$ cat src/rtl/acc_apb_sequencer.sv
// -----------------------------------------------------------------------------
// acc_apb_sequencer
//
// APB master that runs one complete matrix-accelerator job without software.
// On a start pulse it:
//   1. enables the accelerator (write 1 to the control address),
//   2. writes A_WORDS words from the input stream to the A load register,
//   3. writes X_WORDS words from the input stream to the X load register,
//   4. reads RES_WORDS result words (RES_BASE, RES_BASE+1, ...) and offers
//      each one on the result stream,
//   5. disables the accelerator (write 0 to the control address),
// then pulses done. A phase with zero words is skipped.
//
// Ports
//   HCLK, HRESETn        clock, asynchronous active-low reset
//   start                one-cycle job request, honoured only when idle
//   in_data/valid/ready  A words then X words, valid/ready handshake
//   out_data/valid/ready result words, valid/ready handshake
//   busy                 high whenever the sequencer is not idle
//   done                 one-cycle pulse at job end (normal or aborted)
//   err                  sticky PSLVERR/timeout flag, cleared by next start
//   PADDR..PENABLE       APB master request signals
//   PRDATA/PREADY/PSLVERR APB slave responses
// -----------------------------------------------------------------------------
module acc_apb_sequencer #(
  parameter int APB_ADDR_WIDTH = 13,
  parameter int A_WORDS        = 3,
  parameter int X_WORDS        = 8,
  parameter int RES_WORDS      = 8,
  parameter int RES_BASE       = 0,
  parameter int TIMEOUT        = 1024
) (
  input  logic                      HCLK,
  input  logic                      HRESETn,
  input  logic                      start,
  input  logic [31:0]               in_data,
  input  logic                      in_valid,
  output logic                      in_ready,
  output logic [31:0]               out_data,
  output logic                      out_valid,
  input  logic                      out_ready,
  output logic                      busy,
  output logic                      done,
  output logic                      err,
  output logic [APB_ADDR_WIDTH-1:0] PADDR,
  output logic [31:0]               PWDATA,
  output logic                      PWRITE,
  output logic                      PSEL,
  output logic                      PENABLE,
  input  logic [31:0]               PRDATA,
  input  logic                      PREADY,
  input  logic                      PSLVERR
);

  localparam int AW    = APB_ADDR_WIDTH;
  localparam int CNT_W = 16;
  localparam int TMO_W = 32;

  localparam logic [AW-1:0]    CTRL_ADDR = '1;
  localparam logic [AW-1:0]    A_ADDR    = AW'(1);
  localparam logic [AW-1:0]    X_ADDR    = AW'(2);
  localparam logic [AW-1:0]    RES_ADDR  = AW'(RES_BASE);
  localparam logic [CNT_W-1:0] A_N       = CNT_W'(A_WORDS);
  localparam logic [CNT_W-1:0] X_N       = CNT_W'(X_WORDS);
  localparam logic [CNT_W-1:0] R_N       = CNT_W'(RES_WORDS);
  localparam logic [TMO_W-1:0] TMO_LAST  = TMO_W'(TIMEOUT - 1);

  typedef enum logic [2:0] {
    S_IDLE, S_WAIT_IN, S_SETUP, S_ACCESS, S_WAIT_OUT, S_DONE
  } state_e;

  typedef enum logic [2:0] {
    P_EN, P_LOAD_A, P_LOAD_X, P_READ, P_DIS
  } phase_e;

  // Next phase after p, skipping any phase that has no words to move.
  function automatic phase_e phase_after(input phase_e p);
    phase_e n;
    n = P_DIS;
    case (p)
      P_EN: begin
        if (A_WORDS > 0)        n = P_LOAD_A;
        else if (X_WORDS > 0)   n = P_LOAD_X;
        else if (RES_WORDS > 0) n = P_READ;
        else                    n = P_DIS;
      end
      P_LOAD_A: begin
        if (X_WORDS > 0)        n = P_LOAD_X;
        else if (RES_WORDS > 0) n = P_READ;
        else                    n = P_DIS;
      end
      P_LOAD_X: begin
        if (RES_WORDS > 0)      n = P_READ;
        else                    n = P_DIS;
      end
      default: n = P_DIS;
    endcase
    return n;
  endfunction

  state_e             state_q, state_d;
  phase_e             phase_q, phase_d;
  logic [CNT_W-1:0]   cnt_q, cnt_d;
  logic [TMO_W-1:0]   tmo_q, tmo_d;
  logic [AW-1:0]      paddr_q, paddr_d;
  logic [31:0]        pwdata_q, pwdata_d;
  logic               pwrite_q, pwrite_d;
  logic [31:0]        out_data_q, out_data_d;
  logic               err_q, err_d;

  logic               enter;
  phase_e             enter_phase;
  logic [CNT_W-1:0]   cnt_inc;

  always_comb begin
    state_d     = state_q;
    phase_d     = phase_q;
    cnt_d       = cnt_q;
    tmo_d       = '0;            // only accumulates while sitting in ACCESS
    paddr_d     = paddr_q;
    pwdata_d    = pwdata_q;
    pwrite_d    = pwrite_q;
    out_data_d  = out_data_q;
    err_d       = err_q;
    enter       = 1'b0;
    enter_phase = P_DIS;
    cnt_inc     = cnt_q + CNT_W'(1);

    case (state_q)
      S_IDLE: begin
        if (start) begin
          err_d    = 1'b0;
          phase_d  = P_EN;
          cnt_d    = '0;
          paddr_d  = CTRL_ADDR;
          pwdata_d = 32'd1;
          pwrite_d = 1'b1;
          state_d  = S_SETUP;
        end
      end

      S_WAIT_IN: begin
        if (in_valid) begin
          pwdata_d = in_data;
          state_d  = S_SETUP;
        end
      end

      S_SETUP: state_d = S_ACCESS;

      S_ACCESS: begin
        if (PREADY) begin
          if (PSLVERR) err_d = 1'b1;
          case (phase_q)
            P_EN: begin
              enter       = 1'b1;
              enter_phase = phase_after(P_EN);
            end
            P_LOAD_A: begin
              cnt_d = cnt_inc;
              if (cnt_inc == A_N) begin
                enter       = 1'b1;
                enter_phase = phase_after(P_LOAD_A);
              end else begin
                state_d = S_WAIT_IN;
              end
            end
            P_LOAD_X: begin
              cnt_d = cnt_inc;
              if (cnt_inc == X_N) begin
                enter       = 1'b1;
                enter_phase = phase_after(P_LOAD_X);
              end else begin
                state_d = S_WAIT_IN;
              end
            end
            P_READ: begin
              out_data_d = PRDATA;
              state_d    = S_WAIT_OUT;
            end
            default: state_d = S_DONE;   // disable write finished
          endcase
        end else if (tmo_q == TMO_LAST) begin
          // Abort: bus released, disable write intentionally not issued.
          err_d   = 1'b1;
          state_d = S_DONE;
        end else begin
          tmo_d = tmo_q + TMO_W'(1);
        end
      end

      S_WAIT_OUT: begin
        if (out_ready) begin
          cnt_d = cnt_inc;
          if (cnt_inc == R_N) begin
            enter       = 1'b1;
            enter_phase = phase_after(P_READ);
          end else begin
            paddr_d = paddr_q + AW'(1);
            state_d = S_SETUP;
          end
        end
      end

      S_DONE:  state_d = S_IDLE;
      default: state_d = S_IDLE;
    endcase

    // Phase entry: load the address/direction the new phase will use.
    if (enter) begin
      phase_d = enter_phase;
      cnt_d   = '0;
      case (enter_phase)
        P_LOAD_A: begin
          state_d  = S_WAIT_IN;
          paddr_d  = A_ADDR;
          pwrite_d = 1'b1;
        end
        P_LOAD_X: begin
          state_d  = S_WAIT_IN;
          paddr_d  = X_ADDR;
          pwrite_d = 1'b1;
        end
        P_READ: begin
          state_d  = S_SETUP;
          paddr_d  = RES_ADDR;
          pwrite_d = 1'b0;
          pwdata_d = 32'd0;
        end
        default: begin
          state_d  = S_SETUP;
          paddr_d  = CTRL_ADDR;
          pwrite_d = 1'b1;
          pwdata_d = 32'd0;
        end
      endcase
    end
  end

  always_ff @(posedge HCLK or negedge HRESETn) begin
    if (!HRESETn) begin
      state_q    <= S_IDLE;
      phase_q    <= P_EN;
      cnt_q      <= '0;
      tmo_q      <= '0;
      paddr_q    <= '0;
      pwdata_q   <= '0;
      pwrite_q   <= 1'b0;
      out_data_q <= '0;
      err_q      <= 1'b0;
    end else begin
      state_q    <= state_d;
      phase_q    <= phase_d;
      cnt_q      <= cnt_d;
      tmo_q      <= tmo_d;
      paddr_q    <= paddr_d;
      pwdata_q   <= pwdata_d;
      pwrite_q   <= pwrite_d;
      out_data_q <= out_data_d;
      err_q      <= err_d;
    end
  end

  // Bus controls decode straight from the state register so an async
  // reset drops PSEL/PENABLE immediately.
  assign PSEL      = (state_q == S_SETUP) || (state_q == S_ACCESS);
  assign PENABLE   = (state_q == S_ACCESS);
  assign PADDR     = paddr_q;
  assign PWDATA    = pwdata_q;
  assign PWRITE    = pwrite_q;
  assign in_ready  = (state_q == S_WAIT_IN);
  assign out_valid = (state_q == S_WAIT_OUT);
  assign out_data  = out_data_q;
  assign busy      = (state_q != S_IDLE);
  assign done      = (state_q == S_DONE);
  assign err       = err_q;

endmodule

$ cat config.mk
export PLATFORM = sky130hd
export DESIGN_NAME = acc_apb_sequencer
export DESIGN_NICKNAME = d
export VERILOG_FILES = /design/src/rtl/acc_apb_sequencer.sv
export SDC_FILE = /design/constraint.sdc
export NUM_CORES = 1
export LEC_CHECK = 0
export CORE_UTILIZATION = 60
export CTS_BUF_LIST = sky130_fd_sc_hd__clkbuf_2 sky130_fd_sc_hd__clkbuf_4 sky130_fd_sc_hd__clkbuf_8
export CTS_CLUSTER_DIAMETER = 80
export DETAILED_ROUTE_END_ITERATION = 16
export DONT_BUFFER_PORTS = 1
export GPL_TIMING_DRIVEN = 0
export PLACE_DENSITY = 0.74
export REMOVE_ABC_BUFFERS = 1
export SLEW_MARGIN = 40
export SYNTH_ARGS = -nofsm -noshare
export SYNTH_HDL_FRONTEND = slang
export SYNTH_SLANG_ARGS = --single-unit
$ cat constraint.sdc
create_clock -name HCLK -period 3.3 [get_ports HCLK]
set_clock_uncertainty 0.05 [all_clocks]
set_input_delay 0.66 -clock HCLK [delete_from_list [all_inputs] [get_ports HCLK]]
set_output_delay 0.66 -clock HCLK [all_outputs]
set_load 0.02 [all_outputs]
==> run summary <==
row count: 37
Crit path arrival time: 3.35 ns
via/cell ratio: 6.48
First DRT Iteration DRCs: 371
max_cap viols: 0
TritonCTS clock tree: yes
Inst Count DP: 739
Synth cell types: 65
number of flops mapped to enable cells by yosys: 0
startpoint types: flip-flop
Syn Inst Count: 643
chip height: 107 µm
largest net degree at the start of global routing: 134
Crit Path Class: reg -> reg
Via Count: 5016
initial antenna violation count: 0
Starting Density: 62.9%
Final min period: 3.10 ns
area of the mapped netlist: 0.00661 mm²
LEAKAGE: 0.00313 µW
Synth Area per Inst: 10.3 µm²
commonest non-fill, non-tap cell in the layout: dfrtp_1
outcome: complete, but fails checks
Final setup viols: 0
FMAX: 322 MHz
IO Pins: 156
drt total wl: 14.7 mm
clk_lat worst skew: 0.43 ns
Detail Route Antenna Nets: 0
detailed-route DRC error count: 0
diodes inserted: 0
nets: 701
post-route cell area: 0.00714 mm²
DRT Pass-1 Iters: 5
number of global-route vias before repair: 4807
commonest cells after routing, fill and taps aside: 133 x dfrtp_1, 84 x nor2_1, 34 x mux2_2, 33 x nand2_1, 33 x a22oi_1
Hold WS: -0.136 ns
Hold Fails Final Rpt: 133
Clock Sinks: 133
gp weighted congestion: 0.850
share of cells above drive strength 1: 16.1%
sequential share of the synthesized area: 50.3%
async set-reset flop share out of synthesis: 100%
Reg2Reg Depth: 7
Post-synth top flop: dfrtp_1
RSZ-0062 raised after global routing: false
setup_tns: 0 ns
Synth Warn #: 0
CP Max Fanout: 17
Slew @ Worst Pin: 0.752 ns
Hold WC Path Type: in -> async
Die W: 107 µm
core area: 0.0105 mm²
IO Port Bufs: 0
CTS max path bufs: 2
placed cell areas: 0.00666 mm²
Worst VDD drop: 0.000379 V
Non-Filler Instances: 774
pwr/cell area: 770 mW/mm²
Max transition margin: 49.9%
Overall Global Routing Usage: 26.8%
Die Area: 0.0114 mm²
Root Buffer: clkbuf_8
Num CTS Buffers: 17
Clk pin slew, worst setup/hold paths: 0.08 ns
#FFs+latches synth: 133
FILL cells: 768
critical path endpoint category: flip-flop
Detailed Place HPWL: 9.92 mm
first-pass GRT wire length: 23.8 mm
Max Transition Viols Final: 0
Layout area overhead: 8.00%
DR WL/cell: 19.0 µm
fin crit share: 94.0%
total gr overflow: 0
CTS HTree Levels: 4
failing checks: negative hold slack
CP Data Required Time: 3.55 ns
## through the flow
stage	total power, µW	hold slack (ns)	setup slack (ns)	util [%]
after global routing	5810	-0.176	0.00798	68.0
after global placement	3910	0.317	-0.872	62.7
after floorplan	3570	0.314	-0.0476	-
after CTS	5500	-0.163	0.0576	67.7
after detailed placement	4000	0.317	-0.459	63.4
final	5500	-0.136	0.197	68.0
## registers in the layout, summed over array words and instances, names as in the netlist
name / count
PWDATA: 32
out_data: 32
tmo_q: 32
cnt_q: 16
PADDR: 13
phase_q: 3
state_q: 3
PWRITE: 1
err: 1
## power by group
| part | internal [µW] | switching (µW) | total, µW |
|---|---|---|---|
| clock network | 781 | 700 | 1480 |
| registers | 1920 | 616 | 2540 |
| logic | 549 | 932 | 1480 |
| total | 3250 | 2250 | 5500 |
## cell usage after synthesis, types with 12 or more instances
master	instances	area share, %
a21oi_1	22	1.7
dfrtp_1	133	50
and3_1	19	1.8
xor2_1	21	2.8
nand2_1	34	1.9
a22oi_1	34	3.9
mux2_2	34	5.8
clkbuf_1	25	1.4
nor2_1	86	4.9
nand3_1	25	1.9
nand4_1	16	1.5
o21ai_0	12	0.91
## what timing repair did
| action | CTS | global route |
|---|---|---|
| endpoints found under the setup margin | 33 | 14 |
| pin swaps | 1 | 0 |
| endpoints found under the hold margin | 133 | 133 |
| setup buffers | 2 | 0 |
| cloned | 0 | 0 |
| gates resized for setup | 3 | 4 |
## worst paths after layout
kind / startpoint / end / slack, ns
worst min register to register: phase_q[2]$_DFFE_PN0P_ / phase_q[2]$_DFFE_PN0P_ / 0.44
worst max-delay path: state_q[2]$_DFFE_PN0P_ / cnt_q[8]$_DFFE_PN0P_ / 0.20
worst min-delay path: HRESETn / PADDR[6]$_DFFE_PN0P_ / -0.14
min in group HCLK: out_ready / state_q[2]$_DFFE_PN0P_ / 0.28
worst max register to register: state_q[2]$_DFFE_PN0P_ / cnt_q[8]$_DFFE_PN0P_ / 0.20
max in group asynchronous: HRESETn / tmo_q[13]$_DFF_PN0_ / 3.15
## kinds of logic after synthesis
family | count (synthesis) | share of synthesized area (%)
AND/OR/NAND/NOR | 246 | 19.0
AO/OA/AOI/OAI | 137 | 15.6
flip-flops | 133 | 50.3
buffers and inverters | 53 | 3.63
multiplexers | 37 | 6.24
XOR/XNOR | 32 | 4.24
adder cells (fa/ha/maj) | 5 | 0.946
## routing by layer
layer	track usage, %	part of all wire, %	routed length (µm)	up-vias
met5	0	0	0	-
met1	35.6	43	6380	2483
met4	9.98	2.0	290	0
met2	42.0	48	7050	196
li1	-	-	-	2307
met3	7.60	6.7	990	30
## critical path, stage by stage, from the launching register on
cell and delay [ns]:
dfrtp_1 0.56, or3b_2 0.68, inv_2 0.29, nand4_1 0.28, a21boi_2 0.26, o31ai_4 0.28
or3_1 0.39, o21ai_0 0.16
## final cells by class
type,count,area [µm²],share of cell area (%)
clock inverter,14,188,2.63
timing repair buffer,4,57.6,0.806
multi-input combinational,457,3110,43.5
tap,136,170,2.38
inverter,12,48.8,0.683
sequential,133,3330,46.6
clock buffer,18,241,3.38
Note: power is estimated with default switching activity, not from simulation.
